### config.mk
export PLATFORM = sky130hd
export DESIGN_NAME = select_cursor_anim_bitmap
export DESIGN_NICKNAME = d
export VERILOG_FILES = /design/src/rtl/select_cursor_pkg.sv /design/src/rtl/select_cursor_rom.sv /design/src/rtl/select_cursor_anim_bitmap.sv
export SDC_FILE = /design/constraint.sdc
export NUM_CORES = 1
export LEC_CHECK = 0
export CAP_MARGIN = 20
export CORE_ASPECT_RATIO = 1.25
export CORE_MARGIN = 3
export CORE_UTILIZATION = 25
export CTS_CLUSTER_SIZE = 8
export DETAILED_ROUTE_END_ITERATION = 7
export PLACE_DENSITY = 0.54
export SLEW_MARGIN = 10
export SYNTH_ARGS = -nofsm -noshare
export SYNTH_HDL_FRONTEND = slang
export SYNTH_SLANG_ARGS = --single-unit
### constraint.sdc
create_clock -name clk -period 3.4 [get_ports clk]
set_clock_uncertainty 0.05 [all_clocks]
set_input_delay 0.34 -clock clk [delete_from_list [all_inputs] [get_ports clk]]
set_output_delay 0.34 -clock clk [all_outputs]
set_load 0.1 [all_outputs]
### src/rtl/select_cursor_pkg.sv
// select_cursor_pkg: shared state encoding, transparency key and default sprite size
package select_cursor_pkg;
    typedef enum logic [1:0] {IDLE, ANIM, FLASH} state_t;
    localparam logic [7:0] TRANSPARENT_ENCODING = 8'hFF;
    localparam int DEFAULT_OBJ_W = 32;
    localparam int DEFAULT_OBJ_H = 16;
endpackage

### src/rtl/select_cursor_rom.sv
// select_cursor_rom: combinational cursor artwork lookup (frame, row, col) -> RGB
module select_cursor_rom #(
    parameter int OBJ_W = 32,
    parameter int FW = 2,
    parameter logic [7:0] TRANSPARENT_ENCODING = 8'hFF
) (
    input  logic [FW-1:0] frame,
    input  logic [10:0]   row,
    input  logic [10:0]   col,
    output logic [7:0]    rgb
);
    logic [15:0] idx;
    // Each frame shifts the pattern so the animation is visible; bit 7 stays clear so art never hits the key
    assign idx = 16'(row) * 16'(OBJ_W) + 16'(col) + 16'(frame) * 16'd37;
    assign rgb = (idx[1:0] == 2'd3) ? TRANSPARENT_ENCODING : {1'b0, 7'(idx)};
endmodule

### src/rtl/select_cursor_anim_bitmap.sv
// select_cursor_anim_bitmap: animated, mirrorable, blinking menu selection cursor sprite
module select_cursor_anim_bitmap
    import select_cursor_pkg::*;
#(
    parameter int OBJ_W = DEFAULT_OBJ_W,
    parameter int OBJ_H = DEFAULT_OBJ_H,
    parameter int FRAMES = 4,
    parameter int FRAME_TICKS = 8,
    parameter int FLASH_TICKS = 4,
    parameter int FLASH_COUNT = 6,
    parameter logic [7:0] TRANSPARENT_ENCODING = select_cursor_pkg::TRANSPARENT_ENCODING
) (
    input  logic        clk,
    input  logic        resetN,
    input  logic        startOfFrame,
    input  logic        enable,
    input  logic        confirm,
    input  logic        mirrorX,
    input  logic [10:0] offsetX,
    input  logic [10:0] offsetY,
    input  logic        InsideRectangle,
    output logic        drawingRequest,
    output logic [7:0]  RGBout,
    output logic        flash_done
);
    localparam int FW = FRAMES > 1 ? $clog2(FRAMES) : 1;
    localparam int TMAX = FRAME_TICKS > FLASH_TICKS ? FRAME_TICKS : FLASH_TICKS;
    localparam int TW = TMAX > 1 ? $clog2(TMAX) : 1;
    localparam int CW = $clog2(FLASH_COUNT + 1);

    state_t        state, state_n;
    logic [FW-1:0] frame_idx, frame_n;
    logic [TW-1:0] tick_cnt, tick_n;
    logic [CW-1:0] toggle_cnt, toggle_n;
    logic          visible, visible_n, done_n;
    logic [10:0]   col;
    logic [7:0]    rom_rgb, rgb_n;

    select_cursor_rom #(.OBJ_W(OBJ_W), .FW(FW), .TRANSPARENT_ENCODING(TRANSPARENT_ENCODING)) u_rom (
        .frame(frame_idx),
        .row(offsetY),
        .col(col),
        .rgb(rom_rgb)
    );

    assign col = mirrorX ? 11'(OBJ_W - 1) - offsetX : offsetX;
    assign rgb_n = (InsideRectangle && visible && offsetX < 11'(OBJ_W) && offsetY < 11'(OBJ_H)) ? rom_rgb : TRANSPARENT_ENCODING;
    assign drawingRequest = RGBout != TRANSPARENT_ENCODING;

    always_ff @(posedge clk or negedge resetN) begin
        if (!resetN) begin
            state      <= IDLE;
            frame_idx  <= '0;
            tick_cnt   <= '0;
            toggle_cnt <= '0;
            visible    <= 1'b0;
            flash_done <= 1'b0;
            RGBout     <= 8'h00;
        end else begin
            state      <= state_n;
            frame_idx  <= frame_n;
            tick_cnt   <= tick_n;
            toggle_cnt <= toggle_n;
            visible    <= visible_n;
            flash_done <= done_n;
            RGBout     <= rgb_n;
        end
    end

    always_comb begin
        state_n   = state;
        frame_n   = frame_idx;
        tick_n    = tick_cnt;
        toggle_n  = toggle_cnt;
        visible_n = visible;
        done_n    = 1'b0;
        if (!enable) begin
            state_n   = IDLE;
            tick_n    = '0;
            visible_n = 1'b0;
        end else if (state == IDLE) begin
            state_n   = ANIM;
            tick_n    = '0;
            visible_n = 1'b1;
        end else if (state == ANIM) begin
            visible_n = 1'b1;
            // A confirm swallows a coincident start-of-frame tick
            if (confirm) begin
                state_n   = FLASH;
                tick_n    = '0;
                toggle_n  = '0;
                visible_n = 1'b0;
            end else if (startOfFrame) begin
                tick_n = (tick_cnt == TW'(FRAME_TICKS - 1)) ? '0 : tick_cnt + 1'b1;
                if (tick_cnt == TW'(FRAME_TICKS - 1))
                    frame_n = (frame_idx == FW'(FRAMES - 1)) ? '0 : frame_idx + 1'b1;
            end
        end else if (state == FLASH && startOfFrame) begin
            tick_n = (tick_cnt == TW'(FLASH_TICKS - 1)) ? '0 : tick_cnt + 1'b1;
            if (tick_cnt == TW'(FLASH_TICKS - 1)) begin
                toggle_n  = toggle_cnt + 1'b1;
                visible_n = !visible;
                // The last toggle lands directly back in ANIM with the cursor shown
                if (toggle_cnt == CW'(FLASH_COUNT - 1)) begin
                    state_n   = ANIM;
                    visible_n = 1'b1;
                    done_n    = 1'b1;
                end
            end
        end
    end
endmodule

# Word level (Yosys, flattened, before mapping)
# Cells that the tools add are included.
# totals
register_bits,20
inputBits,29
output_inout_bits,10
# op_classes
n_addsub,6
n_mul,1
order_cmp,2
eq_ne,14
mux,36
bitwise_logic,2
n_reduce_logical,13
# ops
cell,count
$mux W3,12
$mux W2,8
$mux W8,2
$add A7 B7 Y7,2
$mux W1,13
$ne A4 B1 Y1 const B,3
$lt A11 B5 Y1 const B,1
$lt A11 B6 Y1 const B,1
$ne A8 B8 Y1 const B,1
$mul A2 B6 Y7 const B,1
$mux W7,1
$sub A5 B7 Y7 const A,1
$add A3 B1 Y3 const B,2
$eq A2 B2 Y1 const B,3
$eq A3 B3 Y1 const B,2
$reduce_and A6 Y1,1
$ne A5 B5 Y1 const B,1
$reduce_and A5 Y1,1
$logic_and A1 B1 Y1,4
$ne A4 B4 Y1 const B,1
$reduce_and A2 Y1,2
$reduce_and A4 Y1,1
$reduce_bool A2 Y1,2
$eq A3 B2 Y1 const B,1
other kinds (6),7

# Logic depth before layout (Yosys ltp)
# depth
depth_word,7
depth_mapped,11
depth_no_buf,10

# Cells and area by module
# From an unflattened synthesis, not the netlist that was laid out.
# hier_totals
hier_cells,153
hier_area_um2,1503.9
# modules_own_cells
module,n_inst,cells_per_inst,area_each_um2,seq_area_each_um2
select_cursor_anim_bitmap,1,114,1159.9,500.5
select_cursor_rom,1,39,344.1,0.0

# Least setup slack after synthesis
# Ideal clock, no wire load.
# synth_timing
path_kind,input-to-reg
startpoint,input port mirrorX
endpoint,register RGBout[6]
setup_time_ns,0.132
arrival_time_ns,2.214
t_required_ns,3.218
path_slack_ns,1.004
path_stages,11
path_buffers,1
cell_sequence,buf_2 -> xor2_1 -> ha_1 -> ha_1 -> ha_1 -> inv_1 -> fa_1 -> nor2b_1 -> o21a_1 -> nor3_2 -> nand3b_1
# synth_between
elab_chain_cells,6
# synth_rtl
item,line,text
start: declaration,select_cursor_anim_bitmap.sv:18,"input logic mirrorX,"
$mux W7 (*),select_cursor_anim_bitmap.sv:46,assign col = mirrorX ? 11'(OBJ_W - 1) - offsetX : offsetX;
$add A7 B7 Y7 (*) (2 in a row),select_cursor_rom.sv:14,assign idx = 16'(row) * 16'(OBJ_W) + 16'(col) + 16'(frame) * 16'd37;
$eq A2 B2 Y1,select_cursor_rom.sv:15,"assign rgb = (idx[1:0] == 2'd3) ? TRANSPARENT_ENCODING : {1'b0, 7'(idx)};"
$mux W8 (*),select_cursor_rom.sv:15,
$mux W8 (*),select_cursor_anim_bitmap.sv:47,assign rgb_n = (InsideRectangle && visible && offsetX < 11'(OBJ_W) && offsetY < 11'(OBJ_H)) ? rom_rgb : TRANSP ...
via rgb_n[6],select_cursor_anim_bitmap.sv:37,"logic [7:0] rom_rgb, rgb_n;"
end signal: assignment,select_cursor_anim_bitmap.sv:66,RGBout <= rgb_n;
end: declaration,select_cursor_anim_bitmap.sv:23,"output logic [7:0] RGBout,"
# Mark *: on every way through the listed nets, which the timed path passes. The rest lies on a longest branch.
# A chain may end at the register's enable or synchronous reset.

# Worst setup path after layout
# Ends and elaborated chain as after synthesis.

==> results by group <==
Outcome
  – Status: finished, final reports clean

CTS
  – Sink Count: 20
  – Worst-path clk slew: 0.08 ns
  – Clock root cell: clkbuf_8
  – Worst-skew pair later-pin latency: 0.26 ns
  – Clk buf depth: 2
  – CTS resizes: 0
  – TritonCTS clock tree: built
  – H-tree Lvls: 1
  – Cts bufs inserted: 3
  – Post-CTS setup buffer count: 0
  – Hold Buf Count CTS: 0

Hold path
  – Worst hold start: tick_cnt[1]
  – WHS Endpoint: tick_cnt[1]
  – Hold Path Class: reg2reg
  – Hold Path Cell Cnt: 1

Global routing
  – Vias in the first global route: 1038
  – Initial antenna violation count: 0
  – Pin count of the biggest net entering global routing: 21
  – Overflow after GRT: 0
  – Tot GR Track Use: 8.782%
  – Global-route wire length before repair: 4554 um

Worst setup path
  – Cell breakdown of the critical path: clkdlybuf4s50_1 > xor2_1 > ha_1 > ha_1 > ha_1 > inv_1 > fa_1 > nor2b_1 > o21a_1 > nor3_2 > nand3b_1
  – Max incr delay on CP: 0.65 ns
  – CP Launch Type: primary input
  – CP Launch Point: mirrorX
  – Crit-path slowest cell: clkdlybuf4s50_1
  – CP required: 3.48 ns
  – Worst reg2reg startpoint: frame_idx[0]
  – WS Path Type: in2reg
  – R2r endpoint: RGBout[6]
  – Worst r2r path cells: 9
  – R2r setup slk: between 1 and 1.5 ns
  – Max FO, Critical Path: 6
  – CP Capture Type: register
  – Cell mode on critical path: ha_1
  – Critical Path AT: about 2.8 ns

STA
  – Period minus WS final: 2.724 ns
  – Tcrit/Tclk final: roughly four fifths
  – Fin. max-slew vios: 0
  – Setup Viol. Count Final: 0
  – Worst slew margin: 33.86%
  – Slew @ Worst Pin: between 0.9 and 1 ns
  – Fin. Hold Viols: 0
  – Total negative slack: 0 ns
  – Fmax: 367.1 MHz
  – RSZ-0062 raised after global routing: no

Synth
  – Syn Area/Cell: 10.53 sq um
  – Top_reg_cell synth: dfrtp_1
  – Post-Syn Instances: 135
  – Syn Nets: 187
  – Synth top area cells: dfrtp_1 35%, ha_1 19%, xor2_1 4.3%, mux2_1 3.2%, inv_1 2.6%
  – Async S/R FF share, synth: 100.0%
  – Largest area contributor in the netlist: dfrtp_1
  – Distinct cells, synth: 43
  – Post-synthesis sequential area ratio: 35.21%
  – Synth Register Bits: 20
  – Synth warn: 0
  – Synth Cell Area: 1421 sq um
  – Top cell type's share of synthesized area: 35.21%
  – Post-synth EDFFs: 0

Detailed routing
  – Drt total wl: 2704 um
  – Antenna viol nets, final: 0
  – Routed vias: just over 1000
  – Routed length per placed instance: 11.56 um
  – Drt first pass iters: 4
  – DRC Markers: 0
  – DRT iter0 DRCs: 33
  – Avg Vias per Cell: 4.432

Placement
  – PortBufs: 36
  – DP Wirelength: 2253 um
  – Placed Instances: around 230
  – GPL Wtd Cong: 0.6659

Floorplanning
  – Initial Utilization: 25.94%
  – Ports: 39
  – Core Rows: 30
  – Core area: about 5500 sq um
  – Die Ht: 90.30 um
  – Die W: 73.44 um
  – Die Footprint: approximately 6600 sq um

Power
  – Leakage Power: 0.8534 nW
  – Worst VDD drop: 0.0001142 V
  – Pwr/cell area: 267.8 nW/um^2

Cells and area
  – ANT cells: 0
  – Share of cells above drive strength 1: 7.059%
  – Post-route insts no fill: 234
  – Nets@finish: about 220
  – Layout area overhead: 32.13%

Job
  – Max capacitance violation total: 0
==> stage by stage <==
| step | cell area (sq um) | utilization (%) | worst slack [ns] | power, mW | hold WS (ns) |
|---|---|---|---|---|---|
| global route | 1878 | 34.27 | 0.4636 | 0.5355 | 0.4976 |
| detailed placement | 1837 | 33.52 | 0.3826 | 0.3555 | 0.4397 |
| finish | 1878 | 34.27 | 0.6760 | 0.5029 | 0.4543 |
| floorplan | 1421 | - | 1.004 | 0.3095 | -0.005591 |
| global placement | 1837 | 33.52 | 0.4038 | 0.3552 | 0.4318 |
| CTS | 1878 | 34.27 | 0.6423 | 0.5115 | 0.4573 |
==> cells in the mapped netlist (all sizes together) (3+ instances only) <==
library cell / number
ha: 22
dfrtp: 20
inv: 11
nand2: 7
nor2: 7
xor2: 7
o21ai: 6
buf: 4
mux2: 4
nand4: 4
nor2b: 4
a21oi: 3
and3: 3
mux2i: 3
nand2b: 3
or2: 3
xnor2: 3
==> critical path: cells and delay by family <==
family	cells	cell delay [ns]
fa+ha+maj	4	1.06
compound gates	1	0.16
simple gates	3	0.33
xor+xnor	1	0.19
buf+inv	2	0.71
==> cell usage in the layout (no fill, tap or decap), types with 3 or more instances in the layout <==
cell / netlist / layout
ha_1: 22 / 22
nor2b_1: 4 / 4
clkbuf_8: 0 / 3
nand4_1: 3 / 3
dfrtp_1: 20 / 20
mux2_1: 4 / 4
mux2i_1: 3 / 3
xor2_1: 7 / 7
xnor2_1: 3 / 3
and3_1: 3 / 3
nand2_1: 7 / 7
o21ai_0: 4 / 4
nor2_1: 6 / 6
inv_1: 10 / 10
clkdlybuf4s50_1: 0 / 36
==> kinds of logic after synthesis <==
| group | Yosys count | synth area share (%) |
|---|---|---|
| AND/OR/NAND/NOR | 42 | 18.22 |
| adder cells (fa/ha/maj) | 23 | 20.77 |
| flip-flops | 20 | 35.21 |
| AO/OA/AOI/OAI | 17 | 8.099 |
| buffers and inverters | 15 | 4.665 |
| XOR/XNOR | 11 | 7.747 |
| multiplexers | 7 | 5.282 |
==> layer usage <==
layer,up-vias,routed length [um],track usage [%]
met5,-,0,0
met4,0,41,4.532
met3,2,143,1.225
met2,30,1307,14.05
met1,468,1212,11.20
li1,537,-,-
==> state kept, by name, summed over array words and instances (netlist names) <==
register	count
toggle_cnt	3
RGBout	8
visible	1
state	2
flash_done	1
tick_cnt	3
frame_idx	2
==> area by class of cell <==
type,count,area (sq um)
multi-input combinational,100,854.6
fill,575,3602
clock buffer,3,41.29
timing repair buffer,36,360.3
sequential,20,500.5
inverter,11,41.29
tap,64,80.08
==> how the worst max path moves through the flow <==
stage	to	slack, ns	cells past startpoint
after floorplan	RGBout[6]	1.00	11
final	RGBout[6]	0.68	11
after CTS	RGBout[6]	0.64	11
after detailed placement	RGBout[6]	0.38	11
after global routing	RGBout[6]	0.46	11
after global placement	RGBout[6]	0.40	11
==> report_power, final <==
part	total, mW	internal [mW]	switching [mW]
Clock	0.154	0.0788	0.0749
Sequential	0.254	0.244	0.0104
Combinational	0.0953	0.0556	0.0396
Total	0.503	0.378	0.125
No activity file was read; power rests on OpenSTA's default activity.
